`src/rtl/chacha_sched_pkg.sv`:
```
// Shared types and default widths for the ChaCha block scheduler.
package chacha_sched_pkg;

    localparam int unsigned DEF_CNTR_WIDTH = 32;
    localparam int unsigned DEF_NBLK_WIDTH = 16;
    localparam int unsigned DEF_BLK_WIDTH  = 512;

    typedef enum logic [2:0] {
        IDLE  = 3'd0,
        ISSUE = 3'd1,
        WAIT  = 3'd2,
        OUT   = 3'd3,
        ERR   = 3'd4
    } state_t;

endpackage

```
`src/rtl/counter.sv`:
```
// Loadable up-counter: force_bit loads force_value, otherwise enable increments modulo 2^WIDTH.
module counter #(
    parameter int unsigned WIDTH = 32
) (
    input  logic             clk,
    input  logic             resetn,
    input  logic             i_enable,
    input  logic             i_force_bit,
    input  logic [WIDTH-1:0] i_force_value,
    output logic [WIDTH-1:0] o_count
);

    logic [WIDTH-1:0] r_count;

    always_ff @(posedge clk or posedge resetn) begin
        if (resetn) begin
            r_count <= '0;
        end else if (i_enable) begin
            r_count <= i_force_bit ? i_force_value : r_count + WIDTH'(1);
        end
    end

    assign o_count = r_count;

endmodule

```
`src/rtl/chacha_block_sched.sv`:
```
// Per-message ChaCha keystream sequencer: one core run per 64-byte block,
// each finished block handed downstream on a valid/ready port.
module chacha_block_sched
    import chacha_sched_pkg::*;
#(
    parameter int unsigned CNTR_WIDTH = DEF_CNTR_WIDTH,
    parameter int unsigned NBLK_WIDTH = DEF_NBLK_WIDTH,
    parameter int unsigned BLK_WIDTH  = DEF_BLK_WIDTH
) (
    input  logic                  clk,
    input  logic                  resetn,
    input  logic                  start,
    input  logic [CNTR_WIDTH-1:0] init_counter,
    input  logic [NBLK_WIDTH-1:0] num_blocks,
    input  logic                  abort,
    output logic                  busy,
    output logic                  done,
    output logic                  err_wrap,
    output logic                  core_start,
    output logic [CNTR_WIDTH-1:0] core_counter,
    input  logic                  core_done,
    input  logic [BLK_WIDTH-1:0]  core_block,
    output logic                  ks_valid,
    input  logic                  ks_ready,
    output logic [BLK_WIDTH-1:0]  ks_data,
    output logic                  ks_last,
    output logic [NBLK_WIDTH-1:0] blocks_left
);

    state_t                r_state;
    state_t                w_state_nxt;

    logic                  r_busy;
    logic                  r_done;
    logic                  r_err_wrap;
    logic                  r_core_start;
    logic                  r_ks_valid;
    logic                  r_ks_last;
    logic [BLK_WIDTH-1:0]  r_ks_data;
    logic [NBLK_WIDTH-1:0] r_blocks_left;

    logic                  w_abort;
    logic                  w_hs;
    logic                  w_load;
    logic                  w_incr;
    logic                  w_capture;
    logic                  w_dec;
    logic                  w_done_set;
    logic                  w_err_set;
    logic                  w_ctr_max;
    logic [CNTR_WIDTH-1:0] w_counter;

    assign w_abort   = abort && (r_state != IDLE);
    assign w_hs      = (r_state == OUT) && r_ks_valid && ks_ready;
    assign w_ctr_max = &w_counter;

    always_ff @(posedge clk or posedge resetn) begin
        if (resetn) begin
            r_state <= IDLE;
        end else begin
            r_state <= w_state_nxt;
        end
    end

    // Abort overrides every other transition out of a busy state.
    always_comb begin
        w_state_nxt = r_state;
        if (w_abort) begin
            w_state_nxt = IDLE;
        end else begin
            case (r_state)
                IDLE:    if (start && (num_blocks != '0)) w_state_nxt = ISSUE;
                ISSUE:   w_state_nxt = WAIT;
                WAIT:    if (core_done) w_state_nxt = OUT;
                OUT: begin
                    if (w_hs) begin
                        if (r_ks_last)      w_state_nxt = IDLE;
                        else if (w_ctr_max) w_state_nxt = ERR;
                        else                w_state_nxt = ISSUE;
                    end
                end
                ERR:     w_state_nxt = IDLE;
                default: w_state_nxt = IDLE;
            endcase
        end
    end

    always_comb begin
        w_load     = 1'b0;
        w_incr     = 1'b0;
        w_capture  = 1'b0;
        w_dec      = 1'b0;
        w_done_set = 1'b0;
        w_err_set  = 1'b0;
        if (!w_abort) begin
            case (r_state)
                IDLE: begin
                    w_load     = start && (num_blocks != '0);
                    w_done_set = start && (num_blocks == '0);
                end
                WAIT:    w_capture = core_done;
                OUT: begin
                    if (w_hs) begin
                        w_dec = 1'b1;
                        if (r_ks_last)      w_done_set = 1'b1;
                        else if (w_ctr_max) w_err_set  = 1'b1;
                        else                w_incr     = 1'b1;
                    end
                end
                default: ;
            endcase
        end
    end

    // Status and keystream registers; busy/core_start track the next state so they align with it.
    always_ff @(posedge clk or posedge resetn) begin
        if (resetn) begin
            r_busy        <= 1'b0;
            r_done        <= 1'b0;
            r_err_wrap    <= 1'b0;
            r_core_start  <= 1'b0;
            r_ks_valid    <= 1'b0;
            r_ks_last     <= 1'b0;
            r_ks_data     <= '0;
            r_blocks_left <= '0;
        end else begin
            r_busy       <= (w_state_nxt != IDLE);
            r_core_start <= (w_state_nxt == ISSUE);
            r_done       <= w_done_set;

            if (w_load)         r_err_wrap <= 1'b0;
            else if (w_err_set) r_err_wrap <= 1'b1;

            if (w_load)     r_blocks_left <= num_blocks;
            else if (w_dec) r_blocks_left <= r_blocks_left - NBLK_WIDTH'(1);

            if (w_capture) begin
                r_ks_valid <= 1'b1;
                r_ks_data  <= core_block;
                r_ks_last  <= (r_blocks_left == NBLK_WIDTH'(1));
            end else if (w_abort || w_hs) begin
                r_ks_valid <= 1'b0;
                r_ks_last  <= 1'b0;
            end
        end
    end

    counter #(
        .WIDTH(CNTR_WIDTH)
    ) u_counter (
        .clk          (clk),
        .resetn       (resetn),
        .i_enable     (w_load | w_incr),
        .i_force_bit  (w_load),
        .i_force_value(init_counter),
        .o_count      (w_counter)
    );

    assign busy         = r_busy;
    assign done         = r_done;
    assign err_wrap     = r_err_wrap;
    assign core_start   = r_core_start;
    assign core_counter = w_counter;
    assign ks_valid     = r_ks_valid;
    assign ks_last      = r_ks_last;
    assign ks_data      = r_ks_data;
    assign blocks_left  = r_blocks_left;

endmodule

```
`config.mk`:
```
export PLATFORM = sky130hd
export DESIGN_NAME = chacha_block_sched
export DESIGN_NICKNAME = d
export VERILOG_FILES = /design/src/rtl/chacha_sched_pkg.sv /design/src/rtl/counter.sv /design/src/rtl/chacha_block_sched.sv
export SDC_FILE = /design/constraint.sdc
export NUM_CORES = 1
export LEC_CHECK = 0
export CORE_AREA = 2 2 439 441
export CTS_CLUSTER_DIAMETER = 200
export CTS_CLUSTER_SIZE = 16
export DETAILED_ROUTE_END_ITERATION = 8
export DIE_AREA = 0 0 441 443
export PLACE_DENSITY = 0.4
export SLEW_MARGIN = 0
export SYNTH_ARGS = -nofsm -noshare
export SYNTH_HDL_FRONTEND = slang
export SYNTH_SLANG_ARGS = --single-unit
```
`constraint.sdc`:
```
create_clock -name clk -period 35.7 [get_ports clk]
set_clock_uncertainty 0.05 [all_clocks]
set_input_delay 7.14 -clock clk [delete_from_list [all_inputs] [get_ports clk]]
set_output_delay 7.14 -clock clk [all_outputs]
set_load 0.05 [all_outputs]
```
==> results of run 1 <==
==> layout make-up <==
type | instances | area, um2 | share of cell area, %
sequential | 569 | 14200 | 37.7
timing repair buffer | 1151 | 11500 | 30.4
multi-input combinational | 803 | 7670 | 20.3
tap | 2526 | 3160 | 8.38
clock buffer | 44 | 1090 | 2.89
clock inverter | 4 | 53.8 | 0.143
inverter | 4 | 22.5 | 0.0597
antenna | 8 | 20.0 | 0.0531
==> synthesized netlist by cell type (4+ instances only) <==
master | count | area share (%)
a21oi_1 | 16 | 0.36
buf_2 | 53 | 1.2
nand3_1 | 26 | 0.58
nor3_1 | 9 | 0.20
a221o_1 | 5 | 0.22
nor4_1 | 5 | 0.14
o21ai_0 | 14 | 0.31
dfrtp_1 | 569 | 64
clkbuf_1 | 20 | 0.34
mux2_2 | 512 | 26
nand2_1 | 36 | 0.61
nand4_1 | 13 | 0.37
or3_1 | 4 | 0.11
and2_1 | 8 | 0.22
nor2_1 | 30 | 0.51
a211oi_1 | 11 | 0.37
and3_1 | 8 | 0.22
and4_1 | 6 | 0.24
o311ai_1 | 6 | 0.24
a311oi_1 | 6 | 0.24
or4_1 | 4 | 0.13
a31oi_1 | 11 | 0.31
o211ai_1 | 11 | 0.37
xor2_1 | 5 | 0.20
==> cells by family after synthesis <==
| logic type | count (synthesis) | share of synthesized area, % |
|---|---|---|
| flip-flops | 569 | 64.0 |
| multiplexers | 515 | 26.0 |
| AND/OR/NAND/NOR | 173 | 4.32 |
| AO/OA/AOI/OAI | 105 | 3.61 |
| buffers and inverters | 77 | 1.60 |
| XOR/XNOR | 7 | 0.276 |
| adder cells (fa/ha/maj) | 3 | 0.169 |
==> worst max path at each step <==
stage                      to  depth (start not counted)  slack (ns)
4_1_cts          ks_data[399]                          7       24.96
3_5_place_dp     ks_data[353]                          7       24.25
3_3_place_gp     ks_data[321]                          7       24.29
5_1_grt          ks_data[368]                          7       24.78
2_1_floorplan  blocks_left[0]                          1       12.59
6_report         ks_data[399]                          7       25.08
==> layer usage <==
metal	up-vias	routed length (um)	global-route usage [%]
li1	7494	-	-
met1	8797	54700	15.9
met2	711	60600	21.0
met3	166	11600	4.78
met4	2	3210	2.84
met5	-	13	0
==> registers in the layout, indices dropped and copies added, names as in the netlist <==
name	flops
ks_valid	1
core_start	1
busy	1
done	1
u_counter.o_count	32
err_wrap	1
ks_data	512
blocks_left	16
r_state	3
ks_last	1
==> per-stage QoR <==
stage / hold WS, ns / cell area (um2) / setup slack [ns] / utilization (%) / std cells
floorplan: 0.495 / 22300 / 12.59 / - / 1449
global placement: 0.439 / 36600 / 24.29 / 19.1 / 5053
detailed placement: 0.444 / 36600 / 24.25 / 19.1 / 5053
CTS: 0.457 / 37700 / 24.96 / 19.7 / 5101
global route: 0.467 / 37700 / 24.78 / 19.7 / 5104
finish: 0.457 / 37700 / 25.08 / 19.7 / 5109
==> power by group through the flow <==
stage               Sequential, mW  Clock, mW  Combinational (mW)
floorplan                     2.25          0               0.383
global route                  1.26      0.542                2.54
CTS                           1.22      0.523                2.48
finish                        1.22      0.489                2.45
detailed placement            1.23          0                2.47
global placement              1.22          0                2.47
==> results.ini, run 1 <==
[power]
p_comb_share_pct = 58.9
swShare_pct = 51.6
p_leak_nw = 14.6
power_density_nw_per_um2 = 110
ir_worst_vdd_mv = 0.0551
p_switching_mw = 2.14
finalPower_mw = 4.16
power.internal_mw = 2.01
seqPwrFrac_pct = 29.3
p_clk_share_pct = 11.8

[outcome]
status = completed

[cells_and_area]
drive_above_1_share_pct = 23.3
final_cell_mix = clkdlybuf4s50_1 (1130), dfrtp_1 (569), mux2_2 (512)
area_growth_pct = 69.6
layout.cells.most_common = clkdlybuf4s50_1
num-fill-cells = 20800
nNetsFinal = 3140

[synth]
ys_seq_elements = 569
synth_warnings = 0
avgSynthCellArea_um2 = 15.4
ys_seq_area_share_pct = 64.0
synthFlopType = dfrtp_1
ys_types = 67
synth_edf_count = 0
syn_inst = 1449
synthesis.nets = 2018
async_reset_ff_share_pct = 100
synth_area_um2 = 22300

[route]
via_per_inst = 3.36
first_pass_iters = 5
wirelength_um = 130000
vias = 17200
routedWlPerCell_um = 25.5
detail_route.iter0.violations = 771
ant_nets = 0
post-route-drc-count = 0

[sta]
finalSetupViolCount = 0
fin_crit_sh_pct = 29.8
hold_viol_final = 0
tns_ns = 0
rsz0062_at_grt = no
maxSlewHeadroom_pct = 23.0
tightest_slew_ns = 1.15
final_max_slew_viol_count = 0
period_minus_slack_ns = 10.62
fmax_mhz = 94.1

[global_routing]
grt_pass1_wl_um = 170000
antenna_found_initial = 68
grt_max_degree = 160
grt_remaining_overflow = 0
track_usage_pct = 12.8
grt_pass1_vias = 17900

[worst_setup_path]
timing.rr.end = ks_data[399]
path_class = in -> reg
critPathMaxFanout = 68
reg2reg_depth = 6
crit_slowest_cell = buf_4
regToRegStartpoint = r_state[2]
critPathLaunch = core_done
endpoint_kind = flop
rrSetupSlack_ns = 31.40
worstPathRequired_ns = 36.16
critPathLaunchType = input pin
cpPeakStageDelay_ns = 0.81
critPathArrivalTime_ns = 11.08
worst_path_most_repeated_cell = buf_4
path_cells = clkdlybuf4s50_1, nand4bb_1, nor2_4, buf_4, buf_4, buf_4, mux2_2
path_buf_inv = 4
crit_family = buffers and inverters

[die]
die_h_um = 443
start_util_pct = 11.6
core_um2 = 191000
pin_count = 1132
die_w_um = 441
rows = 161
die_area_um2 = 195000

[cts]
cts_sinks = 569
worstSkewPairLatency_ns = 0.66
cts_tree = yes
cts_buffers = 42
postCtsSetupRepairBufs = 0
path_clk_slew_ns = 0.08
cts_root_buffer = clkbuf_16
htreeDepth = 2
clock_path_buffers = 3
cts_resized = 0
hold_buffers = 0

[place]
dp_hpwl_um = 107000
place.gp.congestion = 0.833
io_buffers = 1131

[min_path]
hold_path.class = reg -> reg
holdCritStartpoint = ks_data[421]
min_path_cells = 1
hold_path_end = ks_data[421]

[job]
drv_cap = 0

(Power assumes the default switching activity.)
==> run 2, diff against run 1 <==
--- a/config.mk
+++ b/config.mk
@@ -5,12 +5,12 @@
 export SDC_FILE = /design/constraint.sdc
 export NUM_CORES = 1
 export LEC_CHECK = 0
-export CORE_AREA = 2 2 439 441
+export CORE_AREA = 2 2 442 444
 export CTS_CLUSTER_DIAMETER = 200
 export CTS_CLUSTER_SIZE = 16
 export DETAILED_ROUTE_END_ITERATION = 8
-export DIE_AREA = 0 0 441 443
-export PLACE_DENSITY = 0.4
+export DIE_AREA = 0 0 444 446
+export PLACE_DENSITY = 0.39
 export SLEW_MARGIN = 0
 export SYNTH_ARGS = -nofsm -noshare
 export SYNTH_HDL_FRONTEND = slang
==> constraint.sdc (replaced) <==
create_clock -name clk -period 10.7 [get_ports clk]
set_clock_uncertainty 0.05 [all_clocks]
set_input_delay 2.14 -clock clk [delete_from_list [all_inputs] [get_ports clk]]
set_output_delay 2.14 -clock clk [all_outputs]
set_load 0.05 [all_outputs]
==> run 2 against run 1 <==
  * Worst setup slack lost 19 ns
  * Via count decreased by 0.34%
  * Non-clock buffer count did not move
  * Sequential power grew to 3.3 times the previous value
  * Design area is 0.26% higher
  * Critical path type unchanged
  * Highest routed layer unchanged
==> results.ini, run 2 (synthesized netlist as in run 1, its figures left out) <==
[cells_and_area]
num-fill-cells = 20900
multi_input_area_um2 = 7670
area_growth_pct = 70.0
largest_reg_flops = 512
fin_area_um2 = 37800
nNetsFinal = 3141
layout.cells.most_common = clkdlybuf4s50_1
final_cell_mix = clkdlybuf4s50_1 (1131), dfrtp_1 (569), mux2_2 (512)
seq_area_um2 = 14200
drive_above_1_share_pct = 23.3

[power]
power_density_nw_per_um2 = 366
ir_worst_vdd_mv = 0.204
p_clk_share_pct = 11.9
p_comb_share_pct = 59.3
p_leak_nw = 14.6
power.internal_mw = 6.72
p_switching_mw = 7.14
seqPwrFrac_pct = 28.8
swShare_pct = 51.5

[die]
start_util_pct = 11.5
die_w_um = 444
rows = 162
die_area_um2 = 198000
pin_count = 1132
core_um2 = 194000
die_h_um = 446

[route]
via_per_inst = 3.34
ant_nets = 0
routedWlPerCell_um = 25.1
wirelength_um = 129000
detail_route.iter0.violations = 868
post-route-drc-count = 0
first_pass_iters = 5
vias = 17100

[sta]
fin_crit_sh_pct = 43.7
whs_ns = 0.447
finalSetupViolCount = 0
tightest_slew_ns = 1.08
rsz0062_at_grt = no
final_max_slew_viol_count = 0
period_minus_slack_ns = 4.67
tns_ns = 0
maxSlewHeadroom_pct = 27.7
hold_viol_final = 0
fmax_mhz = 214

[worst_setup_path]
critPathMaxFanout = 127
worstPathRequired_ns = 11.19
path_class = in -> reg
endpoint_kind = flop
critPathLaunchType = input pin
critPathArrivalTime_ns = 5.16
rrSetupSlack_ns = 7.34

[cts]
cts_resized = 0
cts_buffers = 43
postCtsSetupRepairBufs = 0
hold_buffers = 0
path_clk_slew_ns = 0.08
htreeDepth = 2
cts_tree = yes
worstSkewPairLatency_ns = 0.65
clock_path_buffers = 3
cts_root_buffer = clkbuf_16
cts_sinks = 569

[place]
dp_hpwl_um = 104000
io_buffers = 1131
dpl_cell_area_um2 = 36600
place.gp.congestion = 0.818

[global_routing]
antenna_found_initial = 47
grt_max_degree = 128
grt_pass1_vias = 17700
grt_pass1_wl_um = 169000
grt_remaining_overflow = 0
track_usage_pct = 12.5

[job]
drv_cap = 0

[outcome]
status = completed

[min_path]
hold_path.class = reg -> reg

## run 2: through the flow
stage                     util (%)  instances  power [mW]  setup WS (ns)
after CTS                     19.5       5119        14.1           6.03
final                         19.5       5128        13.9           6.03
after global placement        18.9       5069        12.3           5.27
after global routing          19.5       5122        14.5           5.87
after detailed placement      18.9       5069        12.3           5.30
after floorplan                  -       1449        8.79          0.760
## run 2: path summary, 6_finish.rpt
check                           startpoint           end  cells past startpoint
worst max-delay path             core_done   ks_data[86]                      6
worst min-delay path              err_wrap      err_wrap                      2
worst max register to register  r_state[2]   ks_data[86]                      5
worst min register to register    err_wrap      err_wrap                      2
max in group asynchronous           resetn  ks_data[221]                      4
min in group asynchronous           resetn  ks_data[144]                      2
## run 2: critical path: stages
cell and delay, ns:
clkdlybuf4s50_1 0.46, nand4bb_1 0.22, nor2_4 0.31, buf_4 0.76, buf_12 0.62, mux2_2 0.41
## run 2: per-layer routing
metal  share of wire [%]  up-vias  global-route usage [%]
li1                    -     7496                       -
met1                  41     8773                    15.4
met2                  47      693                    19.9
met3                  10      147                    5.76
met4                 1.6        2                    2.30
met5               0.010        -                       0
## run 2: final cells by class
| class | count | area share, % |
|---|---|---|
| Timing Repair Buffer | 1151 | 30.5 |
| Clock inverter | 6 | 0.274 |
| Antenna cell | 9 | 0.0595 |
| Clock buffer | 44 | 2.85 |
| Tap cell | 2542 | 8.41 |
| Multi-Input combinational cell | 803 | 20.3 |
| Sequential cell | 569 | 37.6 |
| Inverter | 4 | 0.0496 |
## run 2: power groups by stage
stage	combinational [mW]	sequential, mW	clock (mW)
after floorplan	1.28	7.51	0
after global placement	8.32	4.01	0
after detailed placement	8.30	4.03	0
after CTS	8.33	4.00	1.78
after global routing	8.54	4.15	1.84
final	8.21	3.99	1.65
==> run 3, diff against run 2 <==
==> constraint.sdc (replaced) <==
create_clock -name clk -period 4.5 [get_ports clk]
set_clock_uncertainty 0.05 [all_clocks]
set_input_delay 0.9 -clock clk [delete_from_list [all_inputs] [get_ports clk]]
set_output_delay 0.9 -clock clk [all_outputs]
set_load 0.05 [all_outputs]
==> run 3 against run 2 <==
  * Worst hold slack improved by 0.0096 ns
  * Combinational power rose by 140%
  * Register-to-register slack got worse by 5.9 ns
  * Sequential share of layout area fell by 0.20 points
  * Wire length rose by 0.43%
  * Sequential power rose by 140%
  * Clock power rose by 130%
  * Via count fell by 0.20%
  * Power rose by 140%
  * Worst setup slack got worse by 4.7 ns
==> results.ini, run 3 (synthesized netlist as in run 1, its figures left out) <==
[cells_and_area]
seq_area_um2 = 14200
post-route-util_pct = 19.6
multi_input_area_um2 = 7670
area_growth_pct = 70.9
drive_above_1_share_pct = 23.6
num-fill-cells = 20900
layoutNonFillerInstCount = 5137
largest_reg_flops = 512
final_cell_mix = clkdlybuf4s50_1 (1131), dfrtp_1 (569), mux2_2 (512)
nNetsFinal = 3153
layout.cells.most_common = clkdlybuf4s50_1

[worst_setup_path]
crit_cells = 1
crit_family = buffers and inverters
rrSetupSlack_ns = 1.47
critPathLaunchType = flop
crit_slowest_cell = clkdlybuf4s50_1
critPathMaxFanout = 2
endpoint_kind = primary output
critPathLaunch = ks_data[496]
reg2reg_depth = 8
endpoint = ks_data[496]
worstPathRequired_ns = 3.55
regToRegStartpoint = u_counter.o_count[0]
path_cells = clkdlybuf4s50_1
critPathArrivalTime_ns = 2.25
path_buf_inv = 1
cpPeakStageDelay_ns = 1.19
path_class = reg -> out
timing.rr.end = u_counter.o_count[21]

[sta]
final_max_slew_viol_count = 0
maxSlewHeadroom_pct = 18.9
rsz0062_at_grt = no
hold_viol_final = 0
finalSetupViolCount = 0
period_minus_slack_ns = 3.20
whs_ns = 0.456
fmax_mhz = 312
worst_slack_ns = 1.30
tightest_slew_ns = 1.22
fin_crit_sh_pct = 71.1
tns_ns = 0

[place]
place.gp.congestion = 0.819
place_inst = 5083
dp_hpwl_um = 106000
io_buffers = 1131
pre_cts_slack_ns = 0.911

[route]
via_per_inst = 3.32
vias = 17100
post-route-drc-count = 0
first_pass_iters = 5
routedWlPerCell_um = 25.2
ant_nets = 0
wirelength_um = 129000
detail_route.iter0.violations = 695

[global_routing]
grt_pass1_vias = 17800
grt_remaining_overflow = 0
grt_pass1_wl_um = 170000
grt_max_degree = 99
antenna_found_initial = 61
track_usage_pct = 12.5

[die]
rows = 162
die_h_um = 446
start_util_pct = 11.5
core_um2 = 194000
pin_count = 1132
die_area_um2 = 198000
die_w_um = 444

[cts]
cts_tree = yes
postCtsSetupRepairBufs = 0
clock_path_buffers = 3
path_clk_slew_ns = 0.08
worstSkewPairLatency_ns = 0.64
cts_root_buffer = clkbuf_16
hold_buffers = 0
cts_sinks = 569
htreeDepth = 2
cts_resized = 0
cts_buffers = 41

[power]
ir_worst_vdd_mv = 0.434
power_density_nw_per_um2 = 862
p_leak_nw = 14.7

[outcome]
status = completed

[job]
drv_cap = 0

[min_path]
hold_path.class = reg -> reg

[run 3: worst min path at each step]
stage	start	endpoint	slack (ns)	cells after the start
finish	ks_data[328]	ks_data[328]	0.46	1
global route	ks_data[373]	ks_data[373]	0.47	1
CTS	ks_data[328]	ks_data[328]	0.46	1
detailed placement	ks_data[185]	ks_data[185]	0.44	1
global placement	err_wrap	err_wrap	0.44	2
floorplan	r_state[2]	done	0.50	1
[run 3: worst register-to-register path, stage by stage (launching register included)]
cell,delay (ns)
dfrtp_1,0.48
ha_1,0.25
nand3_1,0.19
nor4_4,0.65
and2_1,0.38
a31oi_4,0.29
nand2_4,0.24
inv_2,0.14
a311oi_2,0.25
[run 3: final cells by class]
class | instances | share of cell area, %
timing repair buffer | 1165 | 31.0
multi-input combinational | 803 | 20.2
clock inverter | 3 | 0.135
tap | 2542 | 8.36
inverter | 4 | 0.0493
sequential | 569 | 37.4
antenna | 9 | 0.0592
clock buffer | 42 | 2.76
[run 3: through the flow]
stage,power (mW),cell area (um2)
after floorplan,20.9,22300
after global placement,29.2,36900
after detailed placement,29.3,36900
after CTS,33.3,38000
after global routing,34.3,38000
final,32.8,38000
[run 3: power breakdown]
group | internal, mW | switching, mW
combinational | 6.66 | 12.9
sequential | 7.61 | 1.83
clock | 1.72 | 2.09
[run 3: layer usage]
metal	up-vias	global-route usage, %	share of wire, %
li1	7510	-	-
met1	8749	15.8	42
met2	672	20.2	47
met3	145	4.73	8.9
met4	0	2.68	1.9
met5	-	0	0
